`src/rtl/demux_pkg.sv`:
```
// demux_pkg: shared destination codes, state encoding and
// drop-counter width for the registered 1-to-3 demultiplexer.
package demux_pkg;

  localparam logic [1:0] DEST_X    = 2'b00;
  localparam logic [1:0] DEST_Y    = 2'b01;
  localparam logic [1:0] DEST_Z    = 2'b10;
  localparam logic [1:0] DEST_DROP = 2'b11;

  localparam int DROP_CNT_W = 8;

  typedef enum logic {
    EMPTY = 1'b0,
    FULL  = 1'b1
  } state_e;

  function automatic logic is_drop(
    input logic [1:0] code
  );
    return code == DEST_DROP;
  endfunction

endpackage

```
`src/rtl/sat_counter.sv`:
```
// sat_counter: up-counter that sticks at all-ones and clears
// only on asynchronous active-low reset.
module sat_counter #(
  parameter int WIDTH = 8
) (
  input  logic             clk,
  input  logic             rst_n,
  input  logic             i_en,
  output logic [WIDTH-1:0] o_cnt
);

  logic [WIDTH-1:0] r_cnt;
  logic             w_sat;

  assign w_sat = &r_cnt;

  always_ff @(posedge clk or negedge rst_n) begin
    if (!rst_n) begin
      r_cnt <= '0;
    end else if (i_en && !w_sat) begin
      r_cnt <= r_cnt + WIDTH'(1);
    end
  end

  assign o_cnt = r_cnt;

endmodule

```
`src/rtl/demux_3way_reg.sv`:
```
// demux_3way_reg: registered 1-to-3 demux, one-entry holding register.
// Define DEMUX_DROP_COUNT_EN to add the saturating DROPS counter port.
module demux_3way_reg
  import demux_pkg::*;
#(
  parameter int W = 4
) (
  input  logic         CLK,
  input  logic         RST_N,
  input  logic [W-1:0] I,
  input  logic [1:0]   C,
  input  logic         I_V,
  output logic         I_R,
  output logic [W-1:0] X,
  output logic [W-1:0] Y,
  output logic [W-1:0] Z,
  output logic         X_V,
  output logic         Y_V,
  output logic         Z_V,
  input  logic         X_R,
  input  logic         Y_R,
  input  logic         Z_R
`ifdef DEMUX_DROP_COUNT_EN
  ,
  output logic [DROP_CNT_W-1:0] DROPS
`endif
);

  state_e       r_state;
  logic [W-1:0] r_d;
  logic [1:0]   r_t;

  logic w_full;
  logic w_sel_r;
  logic w_i_r;
  logic w_acc;
  logic w_load;

  assign w_full = (r_state == FULL);

  // Ready of whichever consumer the held tag points at.
  always_comb begin
    w_sel_r = 1'b0;
    unique case (1'b1)
      (r_t == DEST_X): w_sel_r = X_R;
      (r_t == DEST_Y): w_sel_r = Y_R;
      (r_t == DEST_Z): w_sel_r = Z_R;
      default:         w_sel_r = 1'b0;
    endcase
  end

  assign w_i_r  = !w_full || w_sel_r;
  assign w_acc  = I_V && w_i_r;
  assign w_load = w_acc && !is_drop(C);

  always_ff @(posedge CLK or negedge RST_N) begin
    if (!RST_N) begin
      r_state <= EMPTY;
      r_d     <= '0;
      r_t     <= DEST_X;
    end else if (w_load) begin
      r_state <= FULL;
      r_d     <= I;
      r_t     <= C;
    end else if (w_full && w_sel_r) begin
      r_state <= EMPTY;
    end
  end

  assign I_R = w_i_r;

  assign X = r_d;
  assign Y = r_d;
  assign Z = r_d;

  assign X_V = w_full && (r_t == DEST_X);
  assign Y_V = w_full && (r_t == DEST_Y);
  assign Z_V = w_full && (r_t == DEST_Z);

`ifdef DEMUX_DROP_COUNT_EN
  logic w_drop;

  assign w_drop = w_acc && is_drop(C);

  sat_counter #(
    .WIDTH (DROP_CNT_W)
  ) u_drop_cnt (
    .clk   (CLK),
    .rst_n (RST_N),
    .i_en  (w_drop),
    .o_cnt (DROPS)
  );
`endif

endmodule

```
`config.mk`:
```
export PLATFORM = sky130hd
export DESIGN_NAME = demux_3way_reg
export DESIGN_NICKNAME = d
export VERILOG_FILES = /design/src/rtl/demux_pkg.sv /design/src/rtl/sat_counter.sv /design/src/rtl/demux_3way_reg.sv
export SDC_FILE = /design/constraint.sdc
export NUM_CORES = 1
export LEC_CHECK = 0
export CORE_AREA = 2 2 45 47
export CTS_BUF_LIST = sky130_fd_sc_hd__clkbuf_16
export DETAILED_ROUTE_END_ITERATION = 8
export DIE_AREA = 0 0 47 49
export GPL_TIMING_DRIVEN = 1
export PLACE_DENSITY = 0.58
export SYNTH_ARGS = -nofsm -noshare
export SYNTH_HDL_FRONTEND = slang
export SYNTH_SLANG_ARGS = --single-unit
```
`constraint.sdc`:
```
create_clock -name CLK -period 1.7 [get_ports CLK]
set_input_delay 0.51 -clock CLK [delete_from_list [all_inputs] [get_ports CLK]]
set_output_delay 0.51 -clock CLK [all_outputs]
set_load 0.05 [all_outputs]
```
Yosys cells after proc, flatten, opt, wreduce, memory -nomap -nowiden
Index checks and enable logic that the tools add are counted.
{"block": "word_totals", "ff_bits": 7, "input_bits": 12, "output_inout_bits": 16, "word_cells": 20}
{"block": "op_classes", "eq_ne": 3, "n_mux": 3, "n_reduce_logical": 11}
{"op": "1-bit logical AND", "count": 6}
{"op": "2-bit equality test, second input constant", "count": 2}
{"op": "1-bit case mux with 3 select lines", "count": 1}
{"op": "2-bit by 1-bit equality test with 1-bit output, second input constant", "count": 1}
{"op": "1-bit zero test", "count": 2}
{"op": "2-bit zero test", "count": 1}
{"op": "1-bit 2-to-1 mux", "count": 2}
{"op": "2-bit nonzero test", "count": 1}
{"op": "1-bit logical OR", "count": 1}

Logic depth before layout (Yosys ltp)
Gate-level depths: netlist of the first run.
{"block": "logic_depth", "depth_word": 6, "ltp_mapped": 3, "mapped_depth_nobuf": 3}

Worst setup path before layout of the first run
Ideal clock, no wire load.
{"block": "synth_timing", "kind": "input-to-output", "start": "input X_R", "end": "output I_R", "arrival_time_ns": 1.246, "required_ns": 1.190, "setup_slack_ns": -0.056, "stages": 2, "path_buffers": 0, "path_cell_list": "mux2_4 -> a211o_2"}
{"block": "synth_between", "elab_chain_cells": 2}
{"item": "start, declared", "line": "demux_3way_reg.sv:20", "rtl": "input logic X_R,"}
{"item": "1-bit case mux with 3 select lines", "line": "demux_3way_reg.sv:44", "rtl": "unique case (1'b1)"}
{"item": "1-bit logical OR", "line": "demux_3way_reg.sv:52", "rtl": "assign w_i_r = !w_full || w_sel_r;"}
{"item": "end, declared", "line": "demux_3way_reg.sv:13", "rtl": "output logic I_R,"}
Every way passes these cells.

Worst setup path in the final report of the first run
{"block": "layout_timing", "start": "register r_t[1]", "end": "output I_R"}
{"block": "layout_between", "elab_chain_cells": 3, "elab_cells_between_ends": 5, "cone_classes": "eq/ne: 2; mux: 1; reduce/logical: 2"}
{"item": "start, declared", "line": "demux_3way_reg.sv:31", "rtl": "logic [1:0] r_t;"}
{"item": "start signal, assigned", "line": "demux_3way_reg.sv:60", "rtl": "r_t <= DEST_X;"}
{"item": "start signal, assigned", "line": "demux_3way_reg.sv:64", "rtl": "r_t <= C;"}
{"item": "2-bit equality test, or another cell as far along", "line": "demux_3way_reg.sv:47", "rtl": "(r_t == DEST_Z): w_sel_r = Z_R;"}
{"item": "1-bit case mux with 3 select lines (*)", "line": "demux_3way_reg.sv:44"}
{"item": "1-bit logical OR (*)", "line": "demux_3way_reg.sv:52"}
Every way passes the cells marked *; elsewhere a longest branch is shown, timed or not.

==> reports/qor.txt, run 1 <==
Final worst path period share: 1.163
Setup ws final: -277.1 ps
Achievable Freq: 505.8 MHz
Overflow after GRT: 0
Crit Path Max Fanout: 5
Area Overhead vs Synth: 132.7%
Fill count: 167
Post-synth top area share: 0.4130
Mean post-synth cell area: 11.46 um^2
Startpoint Class: flip-flop
Vias in the first global route: 400
HP Class: in2async
WP data required: 1190 ps
Slew Viols, Final: 0
DRT Wirelength: 995 um
Met3 routed WL: 91 um
CTS tree: built
Status: finished with violations
Final hold violation count: 0
Placer Congestion: 0.6205
Residual DRC: 0
Skew final: 0.8983 ps
Routed wl met2: 560 um
Dpl hpwl: 745.8 um
Seq cells post-synth: 7
Port Buffer Count: 27
Total die area: 0.002303 mm^2
Sequential-to-total area share from yosys stat: 0.4130
Initial antenna violation count: 0
First-pass GRT wire length: 1.600 mm
Overall Global Routing Usage: 0.1018
Die W: 47 um
Initial Utilization: 0.2303
Site Rows: 16
Netlist cell types: 14
DRT iter0 DRCs: 2
Post-route ant nets: 0
Layout cells sized above 1: 0.6324
CTS HTree Levels: 1
WP data arrival: 1470 ps
Net Count, Synth: 49
Diodes inserted: 0
Top routing layer used: met4
Vias/cell: 3.979
Clock Path Buffers: 2
Failing checks: setup timing
Max-slew headroom: 0.7816
Met1 Wirelength: 329 um
Num ports: 28
Clock sinks: 7
Slew @ Worst Pin: 326.6 ps
CP Class: reg2out
Chip height: 49 um
Worst setup EP type: output pin
Syn Inst Count: 37
Area of the multi-input gates: 206.4 um^2
Num CTS Buffers: 3
Via count: 378
Final setup vio count: 1
Max_cap viols: 0
Final Net Count: 81
Synth Warn #: 0
Maximum number of pins on one net before global-route repair: 8
Largest area contributor in the netlist: dfrtp_1
Cell Area, Synth: 424.2 um^2
Core Footprint: 0.001842 mm^2
Largest cells by area after synthesis: dfrtp_1, mux2_2, buf_4, o221ai_4, mux2_4
Register area: 176.4 um^2
Worst-skew pair later-pin latency: 230 ps
Unrepaired setup endpoints after global routing: true
Pre-CTS WS: -532.9 ps
CTS root buf: clkbuf_16
DR pass1 iterations: 3
Crit path time final: 1977 ps
Clk pin slew, worst setup/hold paths: 40 ps
DR WL/cell: 10.47 um
## layer usage
layer | global-route usage | up-vias
met4 | 0.06944 | 0
met2 | 0.1530 | 18
met3 | 0.05185 | 2
met5 | 0 | -
li1 | - | 179
met1 | 0.1055 | 179
## cells in the final DEF (no fill, tap or decap), drive strengths merged, types with 2 or more instances in the layout
master / netlist / final
buf: 8 / 24
clkbuf: 0 / 3
clkdlybuf4s15: 0 / 2
clkdlybuf4s50: 0 / 8
dfrtp: 7 / 7
inv: 2 / 3
mux2: 7 / 7
nand2: 4 / 4
nor2: 2 / 2
## what timing repair did
item | CTS | global route
setup buffers | 1 | 1
gates cloned | 0 | 0
gates resized for setup | 9 | 3
pin swaps | 3 | 1
hold buffers | 0 | 0
endpoints found under the hold margin | 0 | 0
setup endpoints to repair | 8 | 10
## cell usage after synthesis, drive strengths merged
cell type,count
buf,8
o221ai,1
inv,2
mux2,7
dfrtp,7
a21boi,1
nand2,4
nand2b,1
and3b,1
and2b,1
and3,1
nor2,2
a211o,1
## layout make-up
type,count,area share
multi-input cells,20,0.2091
well taps,27,0.03422
clock buffers,3,0.07605
clock inverters,1,0.003802
inverters,2,0.007605
flip-flops and latches,7,0.1787
repair buffers,35,0.4905
## metrics by stage
step	TNS (ps)	hold slack (ps)	cells	instance area [um^2]	utilization
after global routing	-310.9	567.6	95	987.2	0.5360
final	-277.1	544.3	95	987.2	0.5360
after global placement	-2937	601.9	89	870.8	0.4728
after CTS	-294.7	552.4	94	972.2	0.5279
after detailed placement	-2980	613.0	89	870.8	0.4728
after floorplan	-19.92	214.4	37	434.2	-
## critical path, cell delays in order (launching register included)
cell	delay, ps
dfrtp_2	430
mux2_4	320
a211o_4	340
buf_8	150
## flip-flops by register name, summed over array words and instances (netlist names)
register  cells
X             4
r_state       1
r_t           2
## cells by family after synthesis
family / Yosys count / share of synthesized area
muxes: 7 / 0.1947
AOI/OAI and AO/OA: 3 / 0.1033
buffers and inverters: 10 / 0.1593
DFF: 7 / 0.4130
and+or+nand+nor: 10 / 0.1298
## path summary, 6_finish.rpt
path	start	to	slack, ps	depth (start not counted)
hold / removal	RST_N	X[0]$_DFFE_PN0P_	540	1
max in group asynchronous	RST_N	r_t[1]$_DFFE_PN0P_	890	1
setup / recovery	r_t[1]$_DFFE_PN0P_	I_R	-280	3
setup reg to reg	r_t[1]$_DFFE_PN0P_	X[1]$_DFFE_PN0P_	60	4
hold reg to reg	r_t[1]$_DFFE_PN0P_	r_t[1]$_DFFE_PN0P_	580	1
min in group CLK	r_t[1]$_DFFE_PN0P_	r_t[1]$_DFFE_PN0P_	580	1
Power of run 1 is left out: the tool's default activity adds up to more than one toggle a clock period on the data nets, which glitch-free logic cannot reach.
==> run 2: changes to the inputs <==
CORE_AREA = 2 2 39 41   (was 2 2 45 47)
DIE_AREA = 0 0 41 43   (was 0 0 47 49)
PLACE_DENSITY = 0.74   (was 0.58)
==> reports/qor.txt, run 2 (synthesis results as in run 1) <==
Max_cap viols: 0 (unchanged)
Worst-skew pair later-pin latency: 230 ps (about the same)
Slowest stage delay, CP: 400 ps (-30 ps)
Pre-CTS WS: -528.1 ps (+4.757 ps)
Residual DRC: 0 (unchanged)
First-pass GRT wire length: 1.662 mm (+3.9%)
Clock Path Buffers: 2 (unchanged)
CP max-delay cell: dfrtp_1
Clk pin slew, worst setup/hold paths: 40 ps (about the same)
Site Rows: 14 (-2)
HP Class: in2async
Num CTS Buffers: 3 (unchanged)
Port Buffer Count: 27 (unchanged)
Maximum number of pins on one net before global-route repair: 8 (unchanged)
Overflow after GRT: 0 (unchanged)
Chip height: 43 um (-12%)
Total die area: 0.001763 mm^2 (-23%)
Setup bufs post-CTS: 0 (-1)
Die W: 41 um (-13%)
Crit path time final: 1951 ps (-26.51 ps)
Register area: 175.2 um^2 (-0.71%)
Area of the multi-input gates: 210.2 um^2 (+1.8%)
Crit Path Max Fanout: 4 (-1)
WP data required: 1190 ps (about the same)
DRT Wirelength: 1.031 mm (+3.6%)
Via count: 370 (-2.1%)
R2R Path Start: r_t[1]$_DFFE_PN0P_
WP data arrival: 1440 ps (-30 ps)
Max FFs per register: 4 (unchanged)
DR pass1 iterations: 3 (unchanged)
Reg-to-reg slack, setup: 80 ps (+20 ps)
Status: finished with violations
Achievable Freq: 512.7 MHz (+1.4%)
Unrepaired setup endpoints after global routing: true
Core Footprint: 0.001384 mm^2 (-25%)
DRT iter0 DRCs: 1 (-1)
Overall Global Routing Usage: 0.1475 (+0.04572)
Max-slew headroom: 0.7840 (+0.002371)
Most common cell after layout, fill and taps aside: buf_12
Slew Viols, Final: 0 (unchanged)
Slew @ Worst Pin: 323.1 ps (-3.545 ps)
Area Overhead vs Synth: 126.5%
Initial Utilization: 0.3065 (+0.07621)
Vias/cell: 4.512 (+13%)
Failing checks: setup timing
CTS HTree Levels: 1 (unchanged)
Final Net Count: 79 (-2.5%)
CP Cell Sequence: mux2_4 -> a211o_4 -> buf_8
Num ports: 28 (unchanged)
Startpoint Class: flip-flop
Final worst path period share: 1.147 (-0.01560)
Dpl hpwl: 828.9 um (+11%)
Worst setup EP type: output pin
CP Class: reg2out
CTS root buf: clkbuf_16
Post-route ant nets: 0 (unchanged)
Final setup vio count: 1 (unchanged)
Initial antenna violation count: 0 (unchanged)
Clock sinks: 7 (unchanged)
DR WL/cell: 12.57 um (+20%)
Placer Congestion: 0.7235 (+17%)
Skew final: 1.745 ps (+0.8464 ps)
Fill count: 88 (-47%)
Setup ws final: -250.6 ps (+26.51 ps)
CTS tree: built
Most frequent cells in the layout: buf_12, clkdlybuf4s50_1, dfrtp_1
Final hold violation count: 0 (unchanged)
Layout cells sized above 1: 0.6212 (-0.01114)
Worst Reg-to-Reg Cells: 4 (unchanged)
Vias in the first global route: 392 (-2.0%)
Crit Reg-Reg Endpoint: X[3]$_DFFE_PN0P_
Diodes inserted: 0 (unchanged)
[run 2: through the flow]
step	TNS (ps)	utilization	area, um^2	hold slack [ps]	cells
2_1_floorplan	-19.92	-	434.2	214.4	37
3_3_place_gp	-2826	0.6193	857.1	577.8	78
3_5_place_dp	-2972	0.6193	857.1	581.6	78
4_1_cts	-255.4	0.6899	954.7	552.7	82
5_1_grt	-282.5	0.6944	960.9	563.9	82
6_report	-250.6	0.6944	960.9	544.1	82
[run 2: worst max-delay path by stage]
stage          end  cells past startpoint               start
2_1_floorplan  I_R                      2                 X_R
3_3_place_gp   I_R                      4                 X_R
3_5_place_dp   I_R                      4                 X_R
4_1_cts        I_R                      3  r_t[1]$_DFFE_PN0P_
5_1_grt        I_R                      3  r_t[1]$_DFFE_PN0P_
6_report       I_R                      3  r_t[1]$_DFFE_PN0P_
[run 2: area by class of cell]
cell class / count / share of cell area
inverters: 2 / 0.007812
repair buffers: 33 / 0.4883
flip-flops and latches: 7 / 0.1823
clock inverters: 1 / 0.003906
well taps: 16 / 0.02083
clock buffers: 3 / 0.07812
multi-input cells: 20 / 0.2188
[run 2: timing repair]
| item | 4_1_cts | 5_1_grt |
|---|---|---|
| setup endpoints to repair | 8 | 4 |
| hold buffers | 0 | 0 |
| pin swaps | 3 | 1 |
| resized for setup | 9 | 3 |
[run 2: routing by layer]
| metal | part of all wire | vias up | global-route usage |
|---|---|---|---|
| met4 | 0.032 | 0 | 0.1400 |
| li1 | - | 175 | - |
| met5 | 0 | - | 0 |
| met1 | 0.33 | 179 | 0.1510 |
| met2 | 0.59 | 12 | 0.2344 |
| met3 | 0.045 | 4 | 0.02094 |
[run 2: critical path: cells and delay by family, from the launching register on]
family,cells,cell delay [ps]
buffers and inverters,1,150
DFF,1,400
AOI/OAI and AO/OA,1,330
muxes,1,320
Power of run 2 is left out for the same reason.
